<file path="src/rtl/cache_ctrl_if.sv">
// cache_ctrl_if
// Bundles the three buses around the cache controller:
//   - the CPU request/response port,
//   - the next-level memory port,
//   - the control/victim signals exchanged with the lru replacement block.
// Modports:
//   slave  - the controller's view. CPU and memory inputs come in; the
//            response, memory request and lru controls go out.
//   master - the environment's view (CPU, memory and lru), the reverse.
// Parameters must match the cache_ctrl instance that uses this bus.
interface cache_ctrl_if #(
  parameter int INDEX_SIZE    = 4,
  parameter int ASSOCIATIVITY = 4,
  parameter int ADDR_WIDTH    = 8,
  parameter int DATA_WIDTH    = 8
);
  localparam int NUM_INDICES = $clog2(INDEX_SIZE);
  localparam int COUNT_SIZE  = $clog2(ASSOCIATIVITY);

  // CPU side
  logic                   req_valid;
  logic                   req_ready;
  logic                   req_write;
  logic [ADDR_WIDTH-1:0]  req_addr;
  logic [DATA_WIDTH-1:0]  req_wdata;
  logic                   resp_valid;
  logic [DATA_WIDTH-1:0]  resp_rdata;
  logic                   resp_hit;

  // memory side
  logic                   mem_req_valid;
  logic                   mem_req_ready;
  logic                   mem_we;
  logic [ADDR_WIDTH-1:0]  mem_addr;
  logic [DATA_WIDTH-1:0]  mem_wdata;
  logic                   mem_resp_valid;
  logic [DATA_WIDTH-1:0]  mem_rdata;

  // lru side
  logic [NUM_INDICES-1:0] lru_index;
  logic [COUNT_SIZE-1:0]  lru_asso_index;
  logic [COUNT_SIZE-1:0]  lru_select;
  logic                   lru_read_trigger;
  logic                   lru_write_trigger;
  logic                   lru_reset;

  modport slave (
    input  req_valid, req_write, req_addr, req_wdata,
    output req_ready, resp_valid, resp_rdata, resp_hit,
    output mem_req_valid, mem_we, mem_addr, mem_wdata,
    input  mem_req_ready, mem_resp_valid, mem_rdata,
    output lru_index, lru_asso_index, lru_read_trigger, lru_write_trigger, lru_reset,
    input  lru_select
  );

  modport master (
    output req_valid, req_write, req_addr, req_wdata,
    input  req_ready, resp_valid, resp_rdata, resp_hit,
    input  mem_req_valid, mem_we, mem_addr, mem_wdata,
    output mem_req_ready, mem_resp_valid, mem_rdata,
    input  lru_index, lru_asso_index, lru_read_trigger, lru_write_trigger, lru_reset,
    output lru_select
  );
endinterface

</file>
<file path="src/rtl/cache_ctrl.sv">
// cache_ctrl
// Set-associative cache controller with one word per line. Read misses
// allocate a line; writes are write-through and never allocate. The
// controller drives the external lru block: it announces the active set,
// pulses a read trigger when a way is touched on a hit and a write trigger
// when a way is filled, and consumes lru_select as the victim when every
// way of the set is valid.
// Ports:
//   clk    - rising-edge clock
//   reset  - asynchronous, active-low reset
//   bus    - cache_ctrl_if.slave: CPU request/response, memory request/
//            response, lru controls (lru_reset = ~reset, combinational)
// All bus outputs except lru_reset are registered. One request in flight.
module cache_ctrl #(
  parameter int INDEX_SIZE    = 4,
  parameter int ASSOCIATIVITY = 4,
  parameter int ADDR_WIDTH    = 8,
  parameter int DATA_WIDTH    = 8
) (
  input  logic          clk,
  input  logic          reset,
  cache_ctrl_if.slave   bus
);
  localparam int NUM_INDICES = $clog2(INDEX_SIZE);
  localparam int COUNT_SIZE  = $clog2(ASSOCIATIVITY);
  localparam int TAG_W       = ADDR_WIDTH - NUM_INDICES;

  typedef enum logic [2:0] {
    IDLE,
    LOOKUP,
    MISS_REQ,
    MISS_WAIT,
    WT_REQ,
    RESP
  } state_t;

  state_t state;

  logic                   cap_write;
  logic [ADDR_WIDTH-1:0]  cap_addr;
  logic [DATA_WIDTH-1:0]  cap_wdata;
  logic                   hit_reg;
  logic [COUNT_SIZE-1:0]  victim;

  logic [TAG_W-1:0]         tag_array   [INDEX_SIZE][ASSOCIATIVITY];
  logic [DATA_WIDTH-1:0]    data_array  [INDEX_SIZE][ASSOCIATIVITY];
  logic [ASSOCIATIVITY-1:0] valid_array [INDEX_SIZE];

  logic [NUM_INDICES-1:0] cap_index;
  logic [TAG_W-1:0]       cap_tag;
  logic                   hit_any;
  logic [COUNT_SIZE-1:0]  hit_way;
  logic                   inv_any;
  logic [COUNT_SIZE-1:0]  inv_way;

  assign cap_index     = cap_addr[NUM_INDICES-1:0];
  assign cap_tag       = cap_addr[ADDR_WIDTH-1:NUM_INDICES];
  assign bus.lru_reset = ~reset;

  // Tag match and free-way search for the captured set. Scanning from the
  // highest way down lets the lowest-numbered invalid way win.
  always_comb begin
    hit_any = 1'b0;
    hit_way = '0;
    inv_any = 1'b0;
    inv_way = '0;
    for (int w = ASSOCIATIVITY - 1; w >= 0; w--) begin
      if (valid_array[cap_index][w] && (tag_array[cap_index][w] == cap_tag)) begin
        hit_any = 1'b1;
        hit_way = COUNT_SIZE'(w);
      end
      if (!valid_array[cap_index][w]) begin
        inv_any = 1'b1;
        inv_way = COUNT_SIZE'(w);
      end
    end
  end

  // Tag and data storage are deliberately left out of reset; only the valid
  // bits decide whether a line is usable.
  always_ff @(posedge clk) begin
    if (reset && (state == LOOKUP) && cap_write && hit_any) begin
      data_array[cap_index][hit_way] <= cap_wdata;
    end
    if (reset && (state == MISS_WAIT) && bus.mem_resp_valid) begin
      tag_array[cap_index][victim]  <= cap_tag;
      data_array[cap_index][victim] <= bus.mem_rdata;
    end
  end

  // Controller state machine with registered outputs. Trigger and response
  // pulses default low every cycle so each is high for exactly one cycle.
  always_ff @(posedge clk or negedge reset) begin
    if (!reset) begin
      state                 <= IDLE;
      cap_write             <= 1'b0;
      cap_addr              <= '0;
      cap_wdata             <= '0;
      hit_reg               <= 1'b0;
      victim                <= '0;
      for (int i = 0; i < INDEX_SIZE; i++) begin
        valid_array[i] <= '0;
      end
      bus.req_ready         <= 1'b1;
      bus.resp_valid        <= 1'b0;
      bus.resp_rdata        <= '0;
      bus.resp_hit          <= 1'b0;
      bus.mem_req_valid     <= 1'b0;
      bus.mem_we            <= 1'b0;
      bus.mem_addr          <= '0;
      bus.mem_wdata         <= '0;
      bus.lru_index         <= '0;
      bus.lru_asso_index    <= '0;
      bus.lru_read_trigger  <= 1'b0;
      bus.lru_write_trigger <= 1'b0;
    end else begin
      bus.resp_valid        <= 1'b0;
      bus.lru_read_trigger  <= 1'b0;
      bus.lru_write_trigger <= 1'b0;
      case (state)
        IDLE: begin
          if (bus.req_valid) begin
            cap_write     <= bus.req_write;
            cap_addr      <= bus.req_addr;
            cap_wdata     <= bus.req_wdata;
            bus.req_ready <= 1'b0;
            // Present the set to lru now so lru_select is meaningful in LOOKUP.
            bus.lru_index <= bus.req_addr[NUM_INDICES-1:0];
            state         <= LOOKUP;
          end
        end
        LOOKUP: begin
          hit_reg <= hit_any;
          if (hit_any) begin
            bus.lru_read_trigger <= 1'b1;
            bus.lru_asso_index   <= hit_way;
          end
          if (cap_write) begin
            bus.mem_req_valid <= 1'b1;
            bus.mem_we        <= 1'b1;
            bus.mem_addr      <= cap_addr;
            bus.mem_wdata     <= cap_wdata;
            state             <= WT_REQ;
          end else if (hit_any) begin
            bus.resp_valid <= 1'b1;
            bus.resp_rdata <= data_array[cap_index][hit_way];
            bus.resp_hit   <= 1'b1;
            state          <= RESP;
          end else begin
            victim            <= inv_any ? inv_way : bus.lru_select;
            bus.mem_req_valid <= 1'b1;
            bus.mem_we        <= 1'b0;
            bus.mem_addr      <= cap_addr;
            state             <= MISS_REQ;
          end
        end
        MISS_REQ: begin
          // A response arriving in the acceptance cycle is not looked at here.
          if (bus.mem_req_ready) begin
            bus.mem_req_valid <= 1'b0;
            state             <= MISS_WAIT;
          end
        end
        MISS_WAIT: begin
          if (bus.mem_resp_valid) begin
            valid_array[cap_index][victim] <= 1'b1;
            bus.lru_write_trigger <= 1'b1;
            bus.lru_asso_index    <= victim;
            bus.resp_valid        <= 1'b1;
            bus.resp_rdata        <= bus.mem_rdata;
            bus.resp_hit          <= 1'b0;
            state                 <= RESP;
          end
        end
        WT_REQ: begin
          if (bus.mem_req_ready) begin
            bus.mem_req_valid <= 1'b0;
            bus.mem_we        <= 1'b0;
            bus.resp_valid    <= 1'b1;
            bus.resp_rdata    <= '0;
            bus.resp_hit      <= hit_reg;
            state             <= RESP;
          end
        end
        RESP: begin
          bus.req_ready <= 1'b1;
          state         <= IDLE;
        end
        default: begin
          state <= IDLE;
        end
      endcase
    end
  end
endmodule

</file>
<file path="src/flat_wrapper.sv">
// flat-port wrapper written by rule: the top's interface ports become plain ports
module cache_ctrl_flat 
#(
  parameter int INDEX_SIZE    = 4,
  parameter int ASSOCIATIVITY = 4,
  parameter int ADDR_WIDTH    = 8,
  parameter int DATA_WIDTH    = 8
)
  (clk, reset, bus_req_valid, bus_req_write, bus_req_addr, bus_req_wdata, bus_req_ready, bus_resp_valid, bus_resp_rdata, bus_resp_hit, bus_mem_req_valid, bus_mem_we, bus_mem_addr, bus_mem_wdata, bus_mem_req_ready, bus_mem_resp_valid, bus_mem_rdata, bus_lru_index, bus_lru_asso_index, bus_lru_read_trigger, bus_lru_write_trigger, bus_lru_reset, bus_lru_select);
  cache_ctrl_if #(.INDEX_SIZE(INDEX_SIZE), .ASSOCIATIVITY(ASSOCIATIVITY), .ADDR_WIDTH(ADDR_WIDTH), .DATA_WIDTH(DATA_WIDTH)) bus_i ();
  input  logic clk;
  input  logic reset;
  input wire logic [$bits(bus_i.req_valid)-1:0] bus_req_valid;
  input wire logic [$bits(bus_i.req_write)-1:0] bus_req_write;
  input wire logic [$bits(bus_i.req_addr)-1:0] bus_req_addr;
  input wire logic [$bits(bus_i.req_wdata)-1:0] bus_req_wdata;
  output wire logic [$bits(bus_i.req_ready)-1:0] bus_req_ready;
  output wire logic [$bits(bus_i.resp_valid)-1:0] bus_resp_valid;
  output wire logic [$bits(bus_i.resp_rdata)-1:0] bus_resp_rdata;
  output wire logic [$bits(bus_i.resp_hit)-1:0] bus_resp_hit;
  output wire logic [$bits(bus_i.mem_req_valid)-1:0] bus_mem_req_valid;
  output wire logic [$bits(bus_i.mem_we)-1:0] bus_mem_we;
  output wire logic [$bits(bus_i.mem_addr)-1:0] bus_mem_addr;
  output wire logic [$bits(bus_i.mem_wdata)-1:0] bus_mem_wdata;
  input wire logic [$bits(bus_i.mem_req_ready)-1:0] bus_mem_req_ready;
  input wire logic [$bits(bus_i.mem_resp_valid)-1:0] bus_mem_resp_valid;
  input wire logic [$bits(bus_i.mem_rdata)-1:0] bus_mem_rdata;
  output wire logic [$bits(bus_i.lru_index)-1:0] bus_lru_index;
  output wire logic [$bits(bus_i.lru_asso_index)-1:0] bus_lru_asso_index;
  output wire logic [$bits(bus_i.lru_read_trigger)-1:0] bus_lru_read_trigger;
  output wire logic [$bits(bus_i.lru_write_trigger)-1:0] bus_lru_write_trigger;
  output wire logic [$bits(bus_i.lru_reset)-1:0] bus_lru_reset;
  input wire logic [$bits(bus_i.lru_select)-1:0] bus_lru_select;
  assign bus_i.req_valid = bus_req_valid;
  assign bus_i.req_write = bus_req_write;
  assign bus_i.req_addr = bus_req_addr;
  assign bus_i.req_wdata = bus_req_wdata;
  assign bus_req_ready = bus_i.req_ready;
  assign bus_resp_valid = bus_i.resp_valid;
  assign bus_resp_rdata = bus_i.resp_rdata;
  assign bus_resp_hit = bus_i.resp_hit;
  assign bus_mem_req_valid = bus_i.mem_req_valid;
  assign bus_mem_we = bus_i.mem_we;
  assign bus_mem_addr = bus_i.mem_addr;
  assign bus_mem_wdata = bus_i.mem_wdata;
  assign bus_i.mem_req_ready = bus_mem_req_ready;
  assign bus_i.mem_resp_valid = bus_mem_resp_valid;
  assign bus_i.mem_rdata = bus_mem_rdata;
  assign bus_lru_index = bus_i.lru_index;
  assign bus_lru_asso_index = bus_i.lru_asso_index;
  assign bus_lru_read_trigger = bus_i.lru_read_trigger;
  assign bus_lru_write_trigger = bus_i.lru_write_trigger;
  assign bus_lru_reset = bus_i.lru_reset;
  assign bus_i.lru_select = bus_lru_select;
  cache_ctrl #(.INDEX_SIZE(INDEX_SIZE), .ASSOCIATIVITY(ASSOCIATIVITY), .ADDR_WIDTH(ADDR_WIDTH), .DATA_WIDTH(DATA_WIDTH)) u_core (.clk(clk), .reset(reset), .bus(bus_i));
endmodule
</file>
<file path="config.mk">
export PLATFORM = sky130hd
export DESIGN_NAME = cache_ctrl_flat
export DESIGN_NICKNAME = d
export VERILOG_FILES = /design/src/rtl/cache_ctrl_if.sv /design/src/rtl/cache_ctrl.sv /design/src/flat_wrapper.sv
export SDC_FILE = /design/constraint.sdc
export NUM_CORES = 1
export LEC_CHECK = 0
export ABC_AREA = 1
export BUFFER_PORTS_ARGS = -buffer_cell sky130_fd_sc_hd__buf_2
export CAP_MARGIN = 20
export CORE_ASPECT_RATIO = 1.5
export CORE_MARGIN = 2
export CORE_UTILIZATION = 30
export DETAILED_ROUTE_END_ITERATION = 7
export GPL_TIMING_DRIVEN = 0
export SYNTH_ARGS = -nofsm -noshare
export SYNTH_HDL_FRONTEND = slang
export SYNTH_SLANG_ARGS = --single-unit
</file>
<file path="constraint.sdc">
create_clock -name clk -period 2.5 [get_ports clk]
set_input_delay 0.25 -clock clk [delete_from_list [all_inputs] [get_ports clk]]
set_output_delay 0.25 -clock clk [all_outputs]
set_load 0.01 [all_outputs]
</file>
==> After elaboration in Yosys (flattened, before gate mapping) <==
Memory sizes are Yosys's and may differ from the RTL's.
Index checks and enable logic that the tools add are counted.
{ "word_totals": {"inputBits": 32, "n_memories": 2, "wordCells": 228, "ram_bits": 224, "ff_bits": 74} }
{ "memory_table": {"columns": ["memory", "words", "word_bits", "read_ports", "rd_clocked_by_memory_dff", "write_ports", "line_no", "rtl"], "rows": [
  ["u_core.data_array", 4, 32, 1, 0, 1, "cache_ctrl.sv:46", "logic [DATA_WIDTH-1:0] data_array [INDEX_SIZE][ASSOCIATIVITY];"],
  ["u_core.tag_array", 4, 24, 1, 0, 1, "cache_ctrl.sv:45", "logic [TAG_W-1:0] tag_array [INDEX_SIZE][ASSOCIATIVITY];"]
]} }
{ "op_classes": {"mux": 108, "eq_ne": 18, "magnitude_cmp": 8, "reduce_logical": 31, "n_bitwise": 39} }
{ "op_table": {"columns": ["cell", "count"], "rows": [
  ["$mux 8", 10],
  ["$mux 32", 2],
  ["$mux 1", 59],
  ["$demux 8 s2", 2],
  ["$or 1x1->1", 32],
  ["$eq 6x6->1", 4],
  ["$mux 24", 1],
  ["$pmux 8 s3", 1],
  ["$mux 2", 11],
  ["$mux 3", 6],
  ["$bmux 8 s2", 1],
  ["$or 16x16->16", 1],
  ["$pmux 3 s5", 1],
  ["$logic_and 1x1->1", 13],
  ["$demux 6 s2", 1],
  ["$mux 4", 3],
  ["$reduce_and 3->1", 4],
  ["$ne 2x2->1 const B", 5],
  ["$reduce_and 2->1", 5],
  ["$ge 3x3->1 const B", 3],
  ["$lt 3x1->1 const B", 3],
  ["$not 2->3", 3],
  ["$bmux 4 s2", 1],
  ["$demux 4 s2", 1],
  ["other kinds (19)", 31]
]} }

==> Logic depth before layout (Yosys ltp) <==
{ "depth": {"depth_word": 16, "mapped_depth": 21, "mapped_depth_nobuf": 19} }

==> Worst setup path before layout <==
No wires, ideal clock.
{ "synth_timing": {"path_type": "register -> register", "from": "register u_core.cap_addr[0]", "to": "memory u_core.data_array[0][16] (netlist name) (enable)", "setup_time_ns": 0.370, "t_arrival_ns": 2.346, "slack_ns": -0.216, "path_stages_with_launch": 18, "path_buffers": 4, "path_cell_list": "dfrtp_1 buf_4 inv_2 buf_6 buf_2 nand2_1 nand2_1 nand2_1 nand2_1 nand2_1 nand2_1 nand2_1 nor2_1 nor2_2 buf_2 a21boi_1 a41oi_1 nor2_1"} }
{ "synth_between": {"elab_chain_cells": 16, "elab_cells_between_ends": 31, "classes_between": "2 x order compare; 4 x eq/ne; 15 x mux; 3 x bitwise; 6 x reduce/logical; 1 x memory"} }
{ "synth_lines": {"columns": ["element", "line_no", "rtl"], "rows": [
  ["start, declared", "cache_ctrl.sv:40", "logic [ADDR_WIDTH-1:0] cap_addr;"],
  ["start signal, assigned", "cache_ctrl.sv:124", "cap_addr <= bus.req_addr;"],
  ["parallel branches: the longest is 16 deep, another holds $mem_v2 4x24", null, null],
  ["end, declared", "cache_ctrl.sv:46", null]
]} }
Parallel ways; which one is timed is not known. The select of a mux whose other input is x is not followed.

==> Worst setup path after layout <==
{ "layout_timing": {"from": "register u_core.cap_addr[0]", "to": "memory u_core.data_array[1][19] (netlist name) (enable)"} }
Same word-level chain as after synthesis.

==> flow_summary.json <==
{
  "status": "finished with violations",
  "violations": "setup timing",
  "required_ns": 2.77,
  "pwr-share-clk": 0.223,
  "ff_latch_area_um2": 8540,
  "syn2layout_area_growth_pct": 28.4,
  "multiInputGateArea_um2": 4300,
  "avgSynthCellArea_um2": 10.1,
  "drcViolationCount": 0,
  "layout-drive-gt1-share": 0.230,
  "grt_pass1_wl_mm": 55.9,
  "ys_types": 34,
  "synthTopCellsByArea": "edfxtp_1 52%, dfrtp_1 14%, nand2_1 11%",
  "cts_tree": "done",
  "path_clk_slew_ns": 0.06,
  "syn_nets": 1298,
  "fillers": 4118,
  "dieArea_um2": 44500,
  "h-tree-depth": 1,
  "min_to": "u_core.bus.req_ready",
  "final_area_um2": 16500,
  "grt_pass1_vias": 9521,
  "critPathCaptureType": "flip-flop",
  "crit_type": "reg2reg",
  "p_leak_uw": 0.00657,
  "largest_reg_flops": 128,
  "crit_path_start_kind": "flip-flop",
  "syn_inst": 1266,
  "peakVddDrop_v": 0.000654,
  "layoutNonFillerInstCount": 2031,
  "core.rowCount": 92,
  "dieHeight_um": 257,
  "cp_max_fo": 8,
  "nets": 1474,
  "rr_worst_depth": 17,
  "rrSetupSlack_ns": -0.38,
  "min_from": "bus_req_valid",
  "core_region_area_um2": 42100,
  "synth_top_area_share": 0.524,
  "clock_path_buffers": 3,
  "r2r-start": "u_core.cap_addr[0]",
  "grt_max_degree": 58,
  "synth-seq-cells": 296,
  "dp_cells": 1898,
  "ys_seq_area_frac": 0.664,
  "fin_setup_tns_ns": -40.00,
  "start_util": 0.305,
  "cts_made_buffers": 31,
  "finalMaxSlewViolations": 0,
  "clk_latency_ns": 0.57,
  "swShare": 0.408,
  "power.internal_uw": 11600,
  "drv_cap": 0,
  "regMostFlops": "u_core.data_array",
  "drt-total-wl_mm": 38.1,
  "fin_crit_sh": 1.15,
  "drtPass1Iterations": 6,
  "post_drt_wl_per_cell_um": 18.8,
  "worst_pin_slew_ns": 1.30,
  "synth_top_cell_by_area": "edfxtp_1",
  "cts-root-buf": "clkbuf_16",
  "grt.met2_usage": 0.297,
  "placed_cell_area_um2": 14100,
  "detail-route-antenna-nets": 0,
  "die_w_um": 173,
  "switchingPower_uw": 8010,
  "antennaDiodeCount": 0,
  "io_buffers": 67,
  "met3_usage": 0.0192,
  "mostFrequentLayoutCell": "nand2_1",
  "hold_class": "in2reg",
  "gr-usage-all-layers": 0.164,
  "power_density_nw_per_um2": 1190,
  "yosys_warnings": 0,
  "grt_overflow_total": 0,
  "clock_skew_ns": 0.0244,
  "largestRegisters": "u_core.data_array (128), u_core.tag_array (96), u_core.valid_array (16)",
  "r2r_end": "u_core.data_array[1][19]",
  "ios": 68,
  "syn_area_um2": 12800,
  "worst_ep_arrival_time_ns": 3.15,
  "cts_sinks": 296,
  "fin_ws_ns": -0.378,
  "vias_per_cell": 4.92,
  "combinationalPowerShare": 0.423,
  "setup_viol": 176,
  "holdPathStages": 4,
  "min_period_ns": 2.88,
  "post-dp-hpwl_mm": 26.9,
  "drtIter0Drc": 827,
  "timing.fmax_mhz": 348,
  "place.gp.congestion": 0.876,
  "p_seq_frac": 0.354,
  "power.total_uw": 19700,
  "slew_headroom": 0.133,
  "layout_common_cells": "357 x nand2_1, 224 x edfxtp_1, 161 x nand3_1",
  "rsz0062_at_grt": "yes",
  "antenna_found_initial": 0,
  "hold_viol_final": 0,
  "vias": 9993,
  "grt_use_met1": 0.190,
  "grt.busiest_layer": "met2"
}
## layout make-up
cell class / count / share of cell area
sequential: 296 / 0.518
inverter: 79 / 0.0199
buffer: 60 / 0.0254
multi-input combinational: 830 / 0.261
clock inverter: 19 / 0.00918
clock buffer: 39 / 0.0489
timing repair buffer: 144 / 0.0752
tap: 564 / 0.0428
## cell usage after synthesis
library cell / n
nor3_1: 3
a21oi_1: 13
nand2_4: 1
inv_2: 5
nor3_2: 1
buf_6: 3
clkbuf_1: 32
a31oi_1: 4
nand3_1: 162
nand3_2: 2
edfxtp_1: 224
a21boi_1: 1
a21oi_2: 1
inv_1: 71
a22oi_1: 32
a41oi_1: 1
o21bai_1: 6
buf_2: 17
o21ai_1: 4
o311ai_0: 1
dfrtp_1: 71
nor2_1: 97
buf_4: 5
o31ai_1: 1
buf_1: 4
clkinv_1: 3
nor2_2: 4
nand2_2: 7
o22ai_1: 3
nand2_1: 385
nor2_4: 1
dfstp_2: 1
o21ai_0: 86
nand4_1: 14
## what timing repair did
item | 4_1_cts | 5_1_grt
resized for setup | 115 | 110
hold buffers | 16 | 0
setup buffers | 34 | 22
endpoints found under the hold margin | 86 | 0
pin swaps | 34 | 29
endpoints found under the setup margin | 377 | 379
cloned | 1 | 2
## cell families after synthesis
group	share of synthesized area
AO/OA/AOI/OAI	0.0690
flip-flops	0.664
AND/OR/NAND/NOR	0.221
buffers and inverters	0.0458
## metal layers
| layer | vias up | wire [um] | share of wire |
|---|---|---|---|
| met5 | - | 0 | 0 |
| li1 | 4693 | - | - |
| met2 | 420 | 19900 | 0.52 |
| met1 | 4769 | 14100 | 0.37 |
| met3 | 111 | 2330 | 0.061 |
| met4 | 0 | 1840 | 0.048 |
## worst max-delay path by stage
stage	end	from
after global routing	u_core.data_array[1][19]	u_core.cap_addr[0]
after global placement	u_core.data_array[0][11]	reset
final	u_core.data_array[1][19]	u_core.cap_addr[0]
after detailed placement	u_core.data_array[0][1]	u_core.cap_addr[5]
after floorplan	u_core.data_array[3][0]	u_core.cap_addr[0]
after CTS	u_core.data_array[1][19]	u_core.cap_addr[0]
## stage by stage
stage | utilization | hold slack, ns | setup slack (ns)
floorplan | - | -0.0456 | -0.0328
global placement | 0.333 | 0.442 | -1.61
detailed placement | 0.334 | 0.132 | -1.04
CTS | 0.378 | 0.00253 | -0.344
global route | 0.391 | 0.0351 | -0.475
finish | 0.391 | 0.0243 | -0.378
## worst max-delay path, stage by stage (launching register included)
cell and delay (ns):
dfrtp_1 0.39, buf_6 0.15, inv_6 0.06, buf_12 0.12, buf_8 0.13, nand2_1 0.11
o22ai_2 0.17, o21ai_1 0.11, inv_1 0.07, nand2_2 0.06, nor2_4 0.18, nor2_4 0.07
buf_6 0.12, a21boi_4 0.24, a41oi_4 0.16, buf_12 0.16, nor2_4 0.11, buf_12 0.15
## power by group through the flow
stage | logic, uW | clock network (uW) | registers (uW)
2_1_floorplan | 4240 | 0 | 6870
3_3_place_gp | 6620 | 0 | 7020
3_5_place_dp | 6710 | 0 | 7040
4_1_cts | 7360 | 4440 | 6960
5_1_grt | 8960 | 4650 | 7020
6_report | 8310 | 4380 | 6960
No activity file was read; power rests on OpenSTA's default activity.
